**src/rtl/pwm_pkg.sv**
```systemverilog
// Shared definitions for the PWM generator/capture pair: default duty width
// and the capture FSM state encoding.
package pwm_pkg;

   localparam int PWM_WIDTH = 4;

   typedef logic [1:0] state_t;

   localparam state_t ST_ARM   = 2'd0;
   localparam state_t ST_HIGH  = 2'd1;
   localparam state_t ST_LOW   = 2'd2;
   localparam state_t ST_STUCK = 2'd3;

endpackage

```
**src/rtl/dffr.sv**
```systemverilog
// Library flop cell: W-bit register with synchronous active-high reset.
module dffr #(
   parameter int W = 1
) (
   input  logic         clk,
   input  logic         r,
   input  logic [W-1:0] d,
   output logic [W-1:0] q
);

   // Register with reset-to-zero
   always_ff @(posedge clk) begin
      if (r) begin
         q <= {W{1'b0}};
      end else begin
         q <= d;
      end
   end

endmodule

```
**src/rtl/dffre.sv**
```systemverilog
// Library flop cell: W-bit register with synchronous active-high reset and
// load enable.
module dffre #(
   parameter int W = 1
) (
   input  logic         clk,
   input  logic         r,
   input  logic         e,
   input  logic [W-1:0] d,
   output logic [W-1:0] q
);

   // Register with reset-to-zero and hold when not enabled
   always_ff @(posedge clk) begin
      if (r) begin
         q <= {W{1'b0}};
      end else if (e) begin
         q <= d;
      end else begin
         q <= q;
      end
   end

endmodule

```
**src/rtl/pwm_edge_sync.sv**
```systemverilog
// Two-flop synchronizer for an asynchronous line, followed by a delay flop
// so that single-cycle rise/fall strobes can be derived.
module pwm_edge_sync (
   input  logic clk,
   input  logic r,
   input  logic d,
   output logic level,
   output logic rise,
   output logic fall
);

   logic r_s1;
   logic r_s2;
   logic r_prev;

   dffr #(.W(1)) u_s1   (.clk(clk), .r(r), .d(d),    .q(r_s1));
   dffr #(.W(1)) u_s2   (.clk(clk), .r(r), .d(r_s1), .q(r_s2));
   dffr #(.W(1)) u_prev (.clk(clk), .r(r), .d(r_s2), .q(r_prev));

   assign level = r_s2;
   assign rise  = r_s2 & ~r_prev;
   assign fall  = ~r_s2 & r_prev;

endmodule

```
**src/rtl/pwm_capture.sv**
```systemverilog
// Measures high time and rise-to-rise period of an asynchronous PWM line in
// clk cycles, reports a saturated duty word and flags a line with no rises.
module pwm_capture
   import pwm_pkg::*;
#(
   parameter int WIDTH   = PWM_WIDTH,
   parameter int CNT_W   = WIDTH + 2,
   parameter int TIMEOUT = 2 ** (WIDTH + 1)
) (
   input  logic             clk,
   input  logic             reset,
   input  logic             pwm_in,
   output logic [CNT_W-1:0] high_cycles,
   output logic [CNT_W-1:0] period_cycles,
   output logic [WIDTH-1:0] duty,
   output logic             period_match,
   output logic             stuck,
   output logic             stuck_level,
   output logic             meas_valid
);

   localparam logic [CNT_W-1:0] C_ZERO     = {CNT_W{1'b0}};
   localparam logic [CNT_W-1:0] C_ONE      = {{(CNT_W-1){1'b0}}, 1'b1};
   localparam logic [CNT_W-1:0] C_TIMEOUT  = CNT_W'(TIMEOUT);
   localparam logic [CNT_W-1:0] C_NOMINAL  = CNT_W'(2 ** WIDTH);
   localparam logic [WIDTH-1:0] C_DUTY_MAX = {WIDTH{1'b1}};

   function automatic logic [WIDTH-1:0] sat_duty(input logic [CNT_W-1:0] v);
      logic [WIDTH-1:0] res;
      if (v > CNT_W'(C_DUTY_MAX)) begin
         res = C_DUTY_MAX;
      end else begin
         res = v[WIDTH-1:0];
      end
      return res;
   endfunction

   logic             w_level;
   logic             w_rise;
   logic             w_fall;
   state_t           r_state;
   state_t           w_state_nxt;
   logic [CNT_W-1:0] r_cnt;
   logic [CNT_W-1:0] w_cnt_nxt;
   logic [CNT_W-1:0] r_hi_tmp;
   logic             w_hi_load;
   logic             w_timeout;
   logic             w_meas;
   logic             w_upd;
   logic [CNT_W-1:0] w_high_nxt;
   logic [CNT_W-1:0] w_period_nxt;
   logic [WIDTH-1:0] w_duty_nxt;
   logic             w_match_nxt;
   logic             w_stuck_nxt;

   pwm_edge_sync u_sync (
      .clk   (clk),
      .r     (reset),
      .d     (pwm_in),
      .level (w_level),
      .rise  (w_rise),
      .fall  (w_fall)
   );

   // Cycles since last rise; saturation keeps it from wrapping on a dead line
   assign w_cnt_nxt = w_rise ? C_ONE :
                      (r_cnt == C_TIMEOUT) ? r_cnt : (r_cnt + C_ONE);

   assign w_timeout = (r_state != ST_STUCK) & ~w_rise & (r_cnt == C_TIMEOUT);
   assign w_meas    = (r_state == ST_LOW) & w_rise;
   assign w_upd     = w_meas | w_timeout;
   assign w_hi_load = (r_state == ST_HIGH) & w_fall & ~w_timeout;

   dffr  #(.W(CNT_W)) u_cnt    (.clk(clk), .r(reset), .d(w_cnt_nxt), .q(r_cnt));
   dffre #(.W(CNT_W)) u_hi_tmp (.clk(clk), .r(reset), .e(w_hi_load),
                                .d(r_cnt), .q(r_hi_tmp));

   // FSM state register
   dffr #(.W(2)) u_state (.clk(clk), .r(reset), .d(w_state_nxt), .q(r_state));

   // FSM next-state logic
   always_comb begin
      w_state_nxt = r_state;
      case (r_state)
         ST_ARM: begin
            if (w_rise) begin
               w_state_nxt = ST_HIGH;
            end else if (w_timeout) begin
               w_state_nxt = ST_STUCK;
            end else begin
               w_state_nxt = ST_ARM;
            end
         end
         ST_HIGH: begin
            if (w_timeout) begin
               w_state_nxt = ST_STUCK;
            end else if (w_fall) begin
               w_state_nxt = ST_LOW;
            end else begin
               w_state_nxt = ST_HIGH;
            end
         end
         ST_LOW: begin
            if (w_rise) begin
               w_state_nxt = ST_HIGH;
            end else if (w_timeout) begin
               w_state_nxt = ST_STUCK;
            end else begin
               w_state_nxt = ST_LOW;
            end
         end
         ST_STUCK: begin
            if (w_rise) begin
               w_state_nxt = ST_HIGH;
            end else begin
               w_state_nxt = ST_STUCK;
            end
         end
         default: begin
            w_state_nxt = ST_ARM;
         end
      endcase
   end

   // FSM output logic: values loaded into the result registers on update
   always_comb begin
      w_high_nxt   = r_hi_tmp;
      w_period_nxt = r_cnt;
      w_duty_nxt   = sat_duty(r_hi_tmp);
      w_stuck_nxt  = 1'b0;
      if (w_timeout) begin
         w_high_nxt   = w_level ? C_TIMEOUT : C_ZERO;
         w_period_nxt = C_TIMEOUT;
         w_duty_nxt   = w_level ? C_DUTY_MAX : {WIDTH{1'b0}};
         w_stuck_nxt  = 1'b1;
      end else begin
         w_stuck_nxt  = 1'b0;
      end
      w_match_nxt = (w_period_nxt == C_NOMINAL);
   end

   dffre #(.W(CNT_W)) u_high   (.clk(clk), .r(reset), .e(w_upd),
                                .d(w_high_nxt), .q(high_cycles));
   dffre #(.W(CNT_W)) u_period (.clk(clk), .r(reset), .e(w_upd),
                                .d(w_period_nxt), .q(period_cycles));
   dffre #(.W(WIDTH)) u_duty   (.clk(clk), .r(reset), .e(w_upd),
                                .d(w_duty_nxt), .q(duty));
   dffre #(.W(1))     u_match  (.clk(clk), .r(reset), .e(w_upd),
                                .d(w_match_nxt), .q(period_match));
   dffre #(.W(1))     u_stuck  (.clk(clk), .r(reset), .e(w_upd),
                                .d(w_stuck_nxt), .q(stuck));
   dffre #(.W(1))     u_slevel (.clk(clk), .r(reset), .e(w_timeout),
                                .d(w_level), .q(stuck_level));
   dffr  #(.W(1))     u_valid  (.clk(clk), .r(reset), .d(w_upd), .q(meas_valid));

endmodule

```
**config.mk**
```make
export PLATFORM = sky130hd
export DESIGN_NAME = pwm_capture
export DESIGN_NICKNAME = d
export VERILOG_FILES = /design/src/rtl/pwm_pkg.sv /design/src/rtl/dffr.sv /design/src/rtl/dffre.sv /design/src/rtl/pwm_edge_sync.sv /design/src/rtl/pwm_capture.sv
export SDC_FILE = /design/constraint.sdc
export NUM_CORES = 1
export LEC_CHECK = 0
export ABC_CLOCK_PERIOD_IN_PS = 3800
export BUFFER_PORTS_ARGS = -buffer_cell sky130_fd_sc_hd__clkbuf_2
export CORE_UTILIZATION = 59
export DETAILED_ROUTE_END_ITERATION = 10
export GPL_TIMING_DRIVEN = 0
export PLACE_DENSITY = 0.82
export SYNTH_ARGS = -nofsm -noshare
export SYNTH_HDL_FRONTEND = slang
export SYNTH_SLANG_ARGS = --single-unit
```
**constraint.sdc**
```tcl
create_clock -name clk -period 3.8 [get_ports clk]
set_input_delay 0 -clock clk [delete_from_list [all_inputs] [get_ports clk]]
set_output_delay 0 -clock clk [all_outputs]
set_load 0.01 [all_outputs]
```
==> qor.txt <==
status -> finished with violations
failing checks -> negative hold slack
initial antenna violation count -> 0
Cell Rows -> 18
CP Class -> reg -> reg
Final GP Congestion -> 0.8375
post-CTS resize count -> 0
end of the worst hold path -> u_sync.u_s1.q
synth top area cells -> dfxtp_1, mux2i_1, a21oi_1
Reg2Reg Setup Slack -> 1.80 ns
worst reg2reg path depth -> 6
Period minus WS final -> 2.000 ns
worst hold path type -> in -> reg
Netlist cell types -> 36
highest clock rate -> 0.4999 GHz
largest net degree at the start of global routing -> 12
GRT Util Overall -> 0.2745
Routed Antenna Nets -> 0
Clock Latency Late Sink -> 0.36 ns
vias -> 1288
ys async rst share -> 0
register bit total from synthesis -> 37
power per cell area -> 414.2 nW/µm²
Iteration-0 DRC Markers -> 14
Ports -> 23
slowest cell on the critical path -> a2111oi_4
drt drc -> 0
core area -> 2477 µm²
Buf/Inv on CP -> 1
Synth Warn # -> 0
Yosys top cell area share -> 0.4801
Worst Path Arrival -> 2.24 ns
Mapped Area -> 1543 µm²
Post-Place Setup Slack -> 1.848 ns
Most used DFF post-synth -> dfxtp_1
Worst-Margin Slew -> 0.6336 ns
grt total ovfl -> 0
Initial Util -> 0.6227
unrepaired setup endpoints after global routing -> false
Hold Crit Start -> reset
delay-heaviest family, CP -> compound AO/OA/AOI/OAI gates
CTS sink cnt -> 37
layout net count -> 200
crit path launch type -> register
EDFF count, synth -> 0
post-DR wirelength/cell -> 14.71 µm
area leader, netlist -> dfxtp_1
Rel. slew slack -> 0.5776
Crit Path Max Fanout -> 6
crit end category -> register
most frequent cells in the layout -> dfxtp_1, clkbuf_2, a21oi_1
total CTS buffers -> 5
CTS clk-pin slew, worst paths -> 0.11 ns
Final Max Slew Viols -> 0
Static Leak -> 0.6847 nW
H-tree levels -> 2
Chip Width -> 53.14 µm
most common cell after layout, fill and taps aside -> dfxtp_1
synth-to-layout area growth -> 15.41%
number of antenna diodes -> 0
clk root buf -> clkbuf_4
Worst Hold Depth -> 2
vias in the first global route -> 1222
final hold vios -> 2
final setup TNS -> 0 ns
CTS tree -> yes
crit path cell chain -> inv_1 > ha_1 > nor3b_4 > a2111oi_4 > mux2i_1 > nor2_1
vias per cell -> 5.699
Clock Path Buffers -> 2
Buffers on Ports -> 21
Seq/Total Area, Yosys -> 0.4801
FF-to-FF Start -> u_cnt.q[0]
# setup viols final -> 0
Final WS setup -> 1.800 ns
reg2reg end -> u_hi_tmp.q[4]
die area -> 2823 µm²
Max VDD drop -> 0.6080 mV
worst hold margin -> -0.001400 ns
first-pass GRT wire length -> 5.333 mm
CP peak stage delay -> 0.61 ns
CP required -> 4.04 ns
CP startpoint -> u_cnt.q[0]
final worst-path cycle share -> 0.5264
Post-Syn Instances -> 166
Mean Syn Cell Area -> 9.294 µm²
Synth Net Count -> 171
Pre-Repair DR Iteration Count -> 5
layout cells sized above 1 -> 0.2143
max cap viols -> 0
# hold bufs at CTS -> 1
Post-DP HPWL -> 2.403 mm
drt total wl -> 3.325 mm
Setup Fix Bufs, Post-CTS -> 0
Die Y -> 53.14 µm
Clock Skews -> 0.009421 ns
==> power by group <==
| group | switching, mW | leakage [nW] | internal [mW] |
|---|---|---|---|
| Sequential | 0.00793 | 0.300 | 0.395 |
| Combinational | 0.0282 | 0.339 | 0.0183 |
| Clock | 0.131 | 0.0455 | 0.157 |
| Total | 0.167 | 0.685 | 0.570 |
==> cell families after synthesis <==
kind of cell | count (synthesis) | synth area share
and+or+nand+nor | 55 | 0.1979
AOI/OAI and AO/OA | 41 | 0.1736
DFF | 37 | 0.4801
buffers and inverters | 17 | 0.04541
muxes | 9 | 0.05840
xor gates and xnor gates | 5 | 0.02839
adders and majority gates | 2 | 0.01622
==> per-layer routing <==
metal	global-route usage	wire length, µm	share of wire	vias to the layer above
met4	0.1404	62	0.019	0
met3	0.1092	136	0.041	9
met5	0	0	0	-
li1	-	-	-	635
met1	0.2953	1482	0.45	601
met2	0.4599	1644	0.49	43
==> Yosys cell counts (all sizes together), types with 2 or more instances <==
cell / instances
a21o: 2
a21oi: 16
a221oi: 4
buf: 4
clkbuf: 7
dfxtp: 37
ha: 2
inv: 6
mux2i: 9
nand2: 12
nand2b: 3
nand3: 6
nand4: 5
nor2: 13
nor2b: 6
nor3: 2
nor3b: 3
o21ai: 14
xnor2: 3
xor2: 2
==> metrics by stage <==
step           instance area [µm²]  hold slack, ns  std cells  power, mW  utilization
6_report                      1780       -0.001400        226     0.7375       0.7187
4_1_cts                       1780        0.004328        226     0.7381       0.7187
3_5_place_dp                  1685          0.2246        217     0.4567       0.6803
2_1_floorplan                 1543          0.1282        166     0.4429            -
5_1_grt                       1780         0.01196        226     0.7595       0.7187
3_3_place_gp                  1685          0.2176        217     0.4534       0.6803
==> how the worst max path moves through the flow <==
stage                     to  slack, ns  cells past startpoint
2_1_floorplan  u_hi_tmp.q[0]       2.10                      6
3_3_place_gp   u_hi_tmp.q[5]       1.92                      6
3_5_place_dp   u_hi_tmp.q[4]       1.85                      6
4_1_cts        u_hi_tmp.q[4]       1.82                      6
5_1_grt        u_hi_tmp.q[2]       1.73                      6
6_report       u_hi_tmp.q[4]       1.80                      6
==> area by class of cell <==
class                           instances  area [µm²]
Sequential cell                        37       740.7
Multi-Input combinational cell        112       732.0
Fill cell                             193       696.9
Timing Repair Buffer                   22       115.1
Clock buffer                            7       55.05
Buffer                                 11       47.55
Tap cell                               30       37.54
Clock inverter                          1       30.03
Inverter                                6       22.52
==> registers in the layout, indices dropped and copies added (netlist names), 2 cells and up <==
register    flops
u_hi_tmp.q      6
u_duty.q        4
u_high.q        6
u_cnt.q         6
u_period.q      6
u_state.q       2
Note: power is estimated with default switching activity, not from simulation.
